<file path="src/rtl/mult_share_arb.sv">
// Round-robin arbiter in front of one shared shift-add multiplier.
// One operand bit per clock; the result is returned tagged with the winner's ID.
module mult_share_arb #(
  parameter int NREQ = 4,
  parameter int W    = 32,
  parameter int IDW  = $clog2(NREQ)
) (
  input  logic            clk,
  input  logic            rst,
  input  logic [NREQ-1:0] req_valid,
  input  logic [NREQ*W-1:0] req_a,
  input  logic [NREQ*W-1:0] req_b,
  output logic [NREQ-1:0] req_ready,
  output logic            rsp_valid,
  input  logic            rsp_ready,
  output logic [IDW-1:0]  rsp_id,
  output logic [W-1:0]    rsp_result,
  output logic            busy
);

  localparam int CW = (W > 1) ? $clog2(W) : 1;
  localparam logic [CW-1:0] LAST = CW'(W - 1);

  localparam logic [1:0] IDLE = 2'd0;
  localparam logic [1:0] RUN  = 2'd1;
  localparam logic [1:0] DONE = 2'd2;

  logic [1:0]      state;
  logic [W-1:0]    a_reg;
  logic [W-1:0]    b_reg;
  logic [W-1:0]    acc;
  logic [CW-1:0]   cnt;
  logic [IDW-1:0]  id_reg;
  logic [IDW-1:0]  rr_last;
  logic [IDW-1:0]  winner;
  logic            found;
  logic [NREQ-1:0] grant;
  logic            accept;

  // Search starts just after the last winner so every holder is reached.
  always_comb begin
    winner = '0;
    found  = 1'b0;
    for (int k = 1; k <= NREQ; k++) begin
      if (!found && req_valid[(int'(rr_last) + k) % NREQ]) begin
        found  = 1'b1;
        winner = IDW'((int'(rr_last) + k) % NREQ);
      end
    end
  end

  always_comb begin
    grant = '0;
    if (state == IDLE && found)
      grant = NREQ'(1) << winner;
  end

  assign req_ready  = grant;
  assign accept     = |(req_valid & grant);
  assign rsp_valid  = (state == DONE);
  assign rsp_id     = id_reg;
  assign rsp_result = acc;
  assign busy       = (state != IDLE);

  always_ff @(posedge clk) begin
    if (rst) begin
      state   <= IDLE;
      a_reg   <= '0;
      b_reg   <= '0;
      acc     <= '0;
      cnt     <= '0;
      id_reg  <= '0;
      rr_last <= IDW'(NREQ - 1);
    end else begin
      case (state)
        IDLE: begin
          if (accept) begin
            a_reg   <= req_a[int'(winner)*W +: W];
            b_reg   <= req_b[int'(winner)*W +: W];
            acc     <= '0;
            cnt     <= '0;
            id_reg  <= winner;
            rr_last <= winner;
            state   <= RUN;
          end
        end
        RUN: begin
          if (b_reg[0])
            acc <= acc + a_reg;
          a_reg <= a_reg << 1;
          b_reg <= b_reg >> 1;
          cnt   <= cnt + CW'(1);
          if (cnt == LAST)
            state <= DONE;
        end
        DONE: begin
          if (rsp_ready)
            state <= IDLE;
        end
        default: state <= IDLE;
      endcase
    end
  end

endmodule
</file>
<file path="config.mk">
export PLATFORM = sky130hd
export DESIGN_NAME = mult_share_arb
export DESIGN_NICKNAME = d
export VERILOG_FILES = /design/src/rtl/mult_share_arb.sv
export SDC_FILE = /design/constraint.sdc
export NUM_CORES = 1
export LEC_CHECK = 0
export ABC_AREA = 0
export BUFFER_PORTS_ARGS = -buffer_cell sky130_fd_sc_hd__buf_2
export CAP_MARGIN = 10
export CORE_AREA = 2 2 87 173
export CTS_BUF_LIST = sky130_fd_sc_hd__clkbuf_4 sky130_fd_sc_hd__clkbuf_8
export DETAILED_ROUTE_END_ITERATION = 16
export DIE_AREA = 0 0 89 175
export GPL_ROUTABILITY_DRIVEN = 1
export HOLD_SLACK_MARGIN = 0.05
export MAX_ROUTING_LAYER = met4
export PLACE_DENSITY = 0.95
export SETUP_SLACK_MARGIN = 0.1
export SLEW_MARGIN = 20
export SYNTH_ARGS = -nofsm -noshare
export SYNTH_HDL_FRONTEND = slang
export SYNTH_SLANG_ARGS = --single-unit
</file>
<file path="constraint.sdc">
create_clock -name clk -period 5.2 [get_ports clk]
set_input_delay 1.56 -clock clk [delete_from_list [all_inputs] [get_ports clk]]
set_output_delay 1.56 -clock clk [all_outputs]
set_load 0.1 [all_outputs]
</file>
# Yosys cells after proc, flatten, opt, wreduce, memory -nomap -nowiden
# Cells that the tools add are included.
[op_classes]
shifts = 3
order_cmp = 4
n_eq_ne = 7
n_reduce_logical = 19
bitwise_logic = 5
muxes = 34
n_addsub = 6
[ops]
columns = ["cell", "n"]
rows = [
  ["indexed part select 128 x 8 -> 32 bit", 2],
  ["one-hot mux 32 bit (2 select lines)", 3],
  ["2-to-1 mux 32 bit", 4],
  ["adder 32 bit", 1],
  ["less-than comparator 3 x 4 -> 1 bit (second input constant)", 4],
  ["2-to-1 mux 2 bit", 7],
  ["2-to-1 mux 1 bit", 12],
  ["one-hot mux 5 bit (2 select lines)", 1],
  ["binary-select mux 1 bit (select 2 bit)", 4],
  ["OR reduction 2 bit", 4],
  ["!= test 2 bit (second input constant)", 3],
  ["one-hot mux 2 bit (3 select lines)", 1],
  ["AND reduction 3 bit", 2],
  ["adder 5 x 1 -> 5 bit (second input constant)", 1],
  ["== test 5 bit (second input constant)", 1],
  ["2-to-1 mux 5 bit", 1],
  ["adder 2 x 1 -> 2 bit (second input constant)", 2],
  ["adder 2 bit (second input constant)", 2],
  ["bitwise AND 1 bit (first input constant)", 4],
  ["bitwise AND 4 bit", 1],
  ["logical AND 1 bit", 4],
  ["2-to-1 mux 4 bit", 1],
  ["AND reduction 2 bit", 2],
  ["nonzero test 2 bit", 2],
  ["7 further kinds", 9],
]
[totals]
regBits = 107
output_inout_bits = 40
elab_cells = 85
in_bits = 263

# Depth between registers and ports, before layout
[depth]
word_depth = 22
depth_mapped = 10
depth_no_buf = 10

# Worst setup path after synthesis
# Ideal clock, no wire load.
[synth_timing]
kind = "in2out"
from = "input req_valid[3]"
to = "output req_ready[1]"
required_time_ns = 3.640
t_arrival_ns = 4.395
setup_slack_ns = -0.755
path_stages = 7
n_path_buf = 3
path_cell_list = "nor2_1 > nand2_1 > nand2b_1 > clkbuf_1 > clkbuf_1 > buf_1 > nor3_1"
[synth_between]
elab_chain_cells = 15
elab_cells_between_ends = 29
cone_classes = "shift (1); mux (21); reduce/logical (7)"
[synth_rtl]
columns = ["item", "line_no", "rtl"]
rows = [
  ["start: declaration", "10", "input logic [NREQ-1:0] req_valid,"],
  ["binary-select mux 1 bit (select 2 bit)", "45", "if (!found && req_valid[(int'(rr_last) + k) % NREQ]) begin"],
  ["2-to-1 mux 1 bit (not written as such) (2 in series)", "45", ""],
  ["2-to-1 mux 1 bit", "45", ""],
  ["zero test 1 bit", "45", ""],
  ["logical AND 1 bit", "45", ""],
  ["2-to-1 mux 1 bit", "45", ""],
  ["zero test 1 bit", "45", ""],
  ["logical AND 1 bit", "45", ""],
  ["2-to-1 mux 1 bit", "45", ""],
  ["zero test 1 bit", "45", ""],
  ["logical AND 1 bit", "45", ""],
  ["2-to-1 mux 2 bit / 2-to-1 mux 1 bit (equally long branches)", "45", ""],
  ["<< shifter 1 x 2 -> 4 bit / logical AND 1 bit (equally long branches)", "55, 54", ""],
  ["2-to-1 mux 4 bit *", "54", "if (state == IDLE && found)"],
  ["end: declaration", "13", "output logic [NREQ-1:0] req_ready,"],
]
# Every way passes the cells marked *; elsewhere a longest branch is shown, timed or not. The select of a mux whose other input is x is not followed.

# Worst setup path in the final report
[layout_timing]
from = "input req_valid[3]"
to = "output req_ready[3]"
# Same word-level chain as after synthesis.

==> summary.log <==
INFO  clock_network  post_cts_buffers=0
INFO  route          via_per_inst=6.14
INFO  cells_and_area drive_gt1_share=29.0%
INFO  route          drtIter0Drc=522
INFO  clock_network  path_clk_slew=0.12ns
INFO  power_and_ir_drop cellLeakagePower=4.25nW
INFO  route          avgRoutedWirePerCell=18.0um
INFO  worst_setup_path crit_path_max_fanout=19
INFO  worst_setup_path critPathArrivalTime=3.03ns
INFO  synth          post_synth_inst_count=985
INFO  worst_setup_path worst_path_required_time=3.64ns
INFO  worst_setup_path crit_path_cell_trace=buf_2 > nor2b_1 > nor2_1 > a21oi_4 > nand2_1 > nor2_2 > buf_12
INFO  timing         post-route-period-util=88.4%
INFO  route          wirelength=25600um
INFO  clock_network  cts_made_buffers=9
INFO  grt            met1_usage=37.0%
INFO  grt            grt_remaining_overflow=0
INFO  clock_network  cts_buffer_depth=2
INFO  timing         timing.clock.skew=0.0181ns
INFO  placed_design  gp_congestion=0.926
INFO  power_and_ir_drop power.density=239nW/um^2
INFO  grt            globalRoute.busiestLayer=met2
INFO  clock_network  ctsRootBufferMaster=clkbuf_8
INFO  clock_network  cts_repair_resize_count=0
INFO  grt            pin_count_of_the_biggest_net_entering_global_routing=114
INFO  synth          synth.ff_latch_count=107
INFO  floorplan      count_of_pins_on_the_block_boundary=303
INFO  route          route.detailed.drc=0
INFO  cells_and_area layout_commonest_cell=buf_2
INFO  route          firstDrtPassIters=5
INFO  clock_network  cts.sink_count=107
INFO  worst_setup_path worst_setup_path_end_kind=output pin
INFO  placed_design  place_inst=1406
INFO  worst_setup_path crit_slowest_cell=a21oi_4
INFO  timing         unrepaired_setup_endpoints_after_global_routing=no
INFO  job            max_cap_violations=0
INFO  floorplan      die_area=15600um^2
INFO  route          detailroute.via_count=8743
INFO  outcome        status=finished clean
INFO  synth          yosysWarnings=0
INFO  timing         report.final.slew_viol_count=0
INFO  clock_network  tritoncts=done
INFO  floorplan      chipWidth=89um
INFO  floorplan      rows=62
INFO  cells_and_area multi_input_area=5270um^2
INFO  worst_hold_path min_path_type=reg -> reg
INFO  clock_network  clk-insertion-delay-late=0.39ns
INFO  worst_setup_path cp_peak_stage_delay=0.51ns
INFO  grt            track_usage=33.1%
INFO  route          antenna_left=0
INFO  worst_setup_path critical_path.startpoint_type=primary input
INFO  synth          seq_area_frac_synth=27.7%
INFO  timing         setup_violations=0
INFO  grt            antenna_found_initial=3
INFO  grt            grt_pass1_vias=8176
INFO  timing         max-slew-margin-rel=28.1%
INFO  timing         fmax=0.218GHz
INFO  synth          synth_cell_type_count=69
INFO  power_and_ir_drop total_power=0.00228W
INFO  synth          synth_enable_flop_cells=0
INFO  placed_design  detailedPlacementHpwl=19700um
INFO  grt            met3_resource_use_gr=4.02%
INFO  synth          synthesis.nets=1282
INFO  clock_network  hold_buffers=0
INFO  worst_setup_path criticalPathCategory=in -> out
INFO  placed_design  port_buffers=302
INFO  grt            grt.met2_usage=56.9%
INFO  timing         finalHoldViolations=0
INFO  floorplan      die_height=175um
INFO  floorplan      coreArea=14300um^2
INFO  cells_and_area area.sequential=2140um^2
INFO  clock_network  h-tree-depth=3
INFO  synth          synth_top_flop_cell=dfxtp_1
INFO  power_and_ir_drop ir_worst_vdd=0.000111V
INFO  synth          syn_area=7740um^2
INFO  cells_and_area syn_to_final_growth=23.4%
INFO  floorplan      initial_utilization=54.2%
INFO  synth          async_flop_share=0%
INFO  grt            global_route_wire_length_before_repair=39600um
INFO  timing         final_period_minus_worst_setup_slack=4.59ns
INFO  synth          postSynthAreaPerCell=7.85um^2
INFO  cells_and_area fillerInstances=1223
INFO  timing         setup_total_negative_slack=0ns
INFO  timing         tightest_slew=1.08ns
INFO  cells_and_area layout_common_cells=buf_2, a211oi_1, nor2_1
INFO  cells_and_area design.final.nets=1522
INFO  cells_and_area stdcell_count=1425
==> layout make-up <==
| class | count | share of cell area, % |
|---|---|---|
| Clock buffer | 9 | 1.30 |
| Timing Repair Buffer | 312 | 17.3 |
| Inverter | 9 | 0.354 |
| Sequential cell | 107 | 22.4 |
| Clock inverter | 7 | 0.891 |
| Multi-Input combinational cell | 786 | 55.2 |
| Tap cell | 192 | 2.52 |
| Antenna cell | 3 | 0.0787 |
==> stage by stage <==
stage	instance area (um^2)	utilization (%)	setup slack (ns)	hold WS (ns)
2_1_floorplan	7740	-	0.114	0.442
3_3_place_gp	9330	65.3	0.654	0.444
3_5_place_dp	9330	65.3	0.618	0.452
4_1_cts	9530	66.8	0.624	0.471
5_1_grt	9540	66.9	0.504	0.509
6_report	9540	66.9	0.605	0.472
==> cells in the mapped netlist (all sizes together), types with 27 or more instances <==
cell type / instances / area [um^2]
mux2i: 43 / 430
clkbuf: 56 / 210
a221oi: 40 / 350
dfxtp: 107 / 2140
o21ai: 34 / 178
nor2: 111 / 417
ha: 33 / 413
nand2: 87 / 329
and2: 67 / 420
a21oi: 43 / 219
a211oi: 133 / 1010
buf: 27 / 136
nor3: 39 / 200
==> routing by layer <==
metal  up-vias  share of wire [%]
met3        78                5.7
met1      4104                 37
met4         0                4.3
met5         -                  0
met2       371                 53
li1       4190                  -
==> logic make-up after synthesis <==
group / after synthesis / share of synthesized area [%]
AO/OA/AOI/OAI: 330 / 31.6
XOR/XNOR: 22 / 2.49
adder cells (fa/ha/maj): 34 / 5.60
buffers and inverters: 92 / 4.92
flip-flops: 107 / 27.7
multiplexers: 44 / 5.71
AND/OR/NAND/NOR: 356 / 22.0
==> worst paths after layout <==
kind / from / endpoint / slack, ns / cells past startpoint
max: req_valid[3] / req_ready[3] / 0.61 / 7
min: rsp_id[1] / rsp_id[1] / 0.47 / 2
max reg2reg: rr_last[0] / a_reg[19] / 1.99 / 9
min reg2reg: rsp_id[1] / rsp_id[1] / 0.47 / 2
==> critical path: cells and delay by family <==
family,cells,cell delay [ns]
simple gates,4,0.66
buf+inv,2,0.30
compound gates,1,0.51
==> power breakdown <==
part / switching [W] / leakage, nW / internal (W) / total [W]
sequential: 0.0000571 / 0.878 / 0.000883 / 0.000940
combinational: 0.000479 / 3.26 / 0.000316 / 0.000795
clock: 0.000311 / 0.106 / 0.000231 / 0.000543
total: 0.000848 / 4.25 / 0.00143 / 0.00228
No activity file was read; power rests on OpenSTA's default activity.
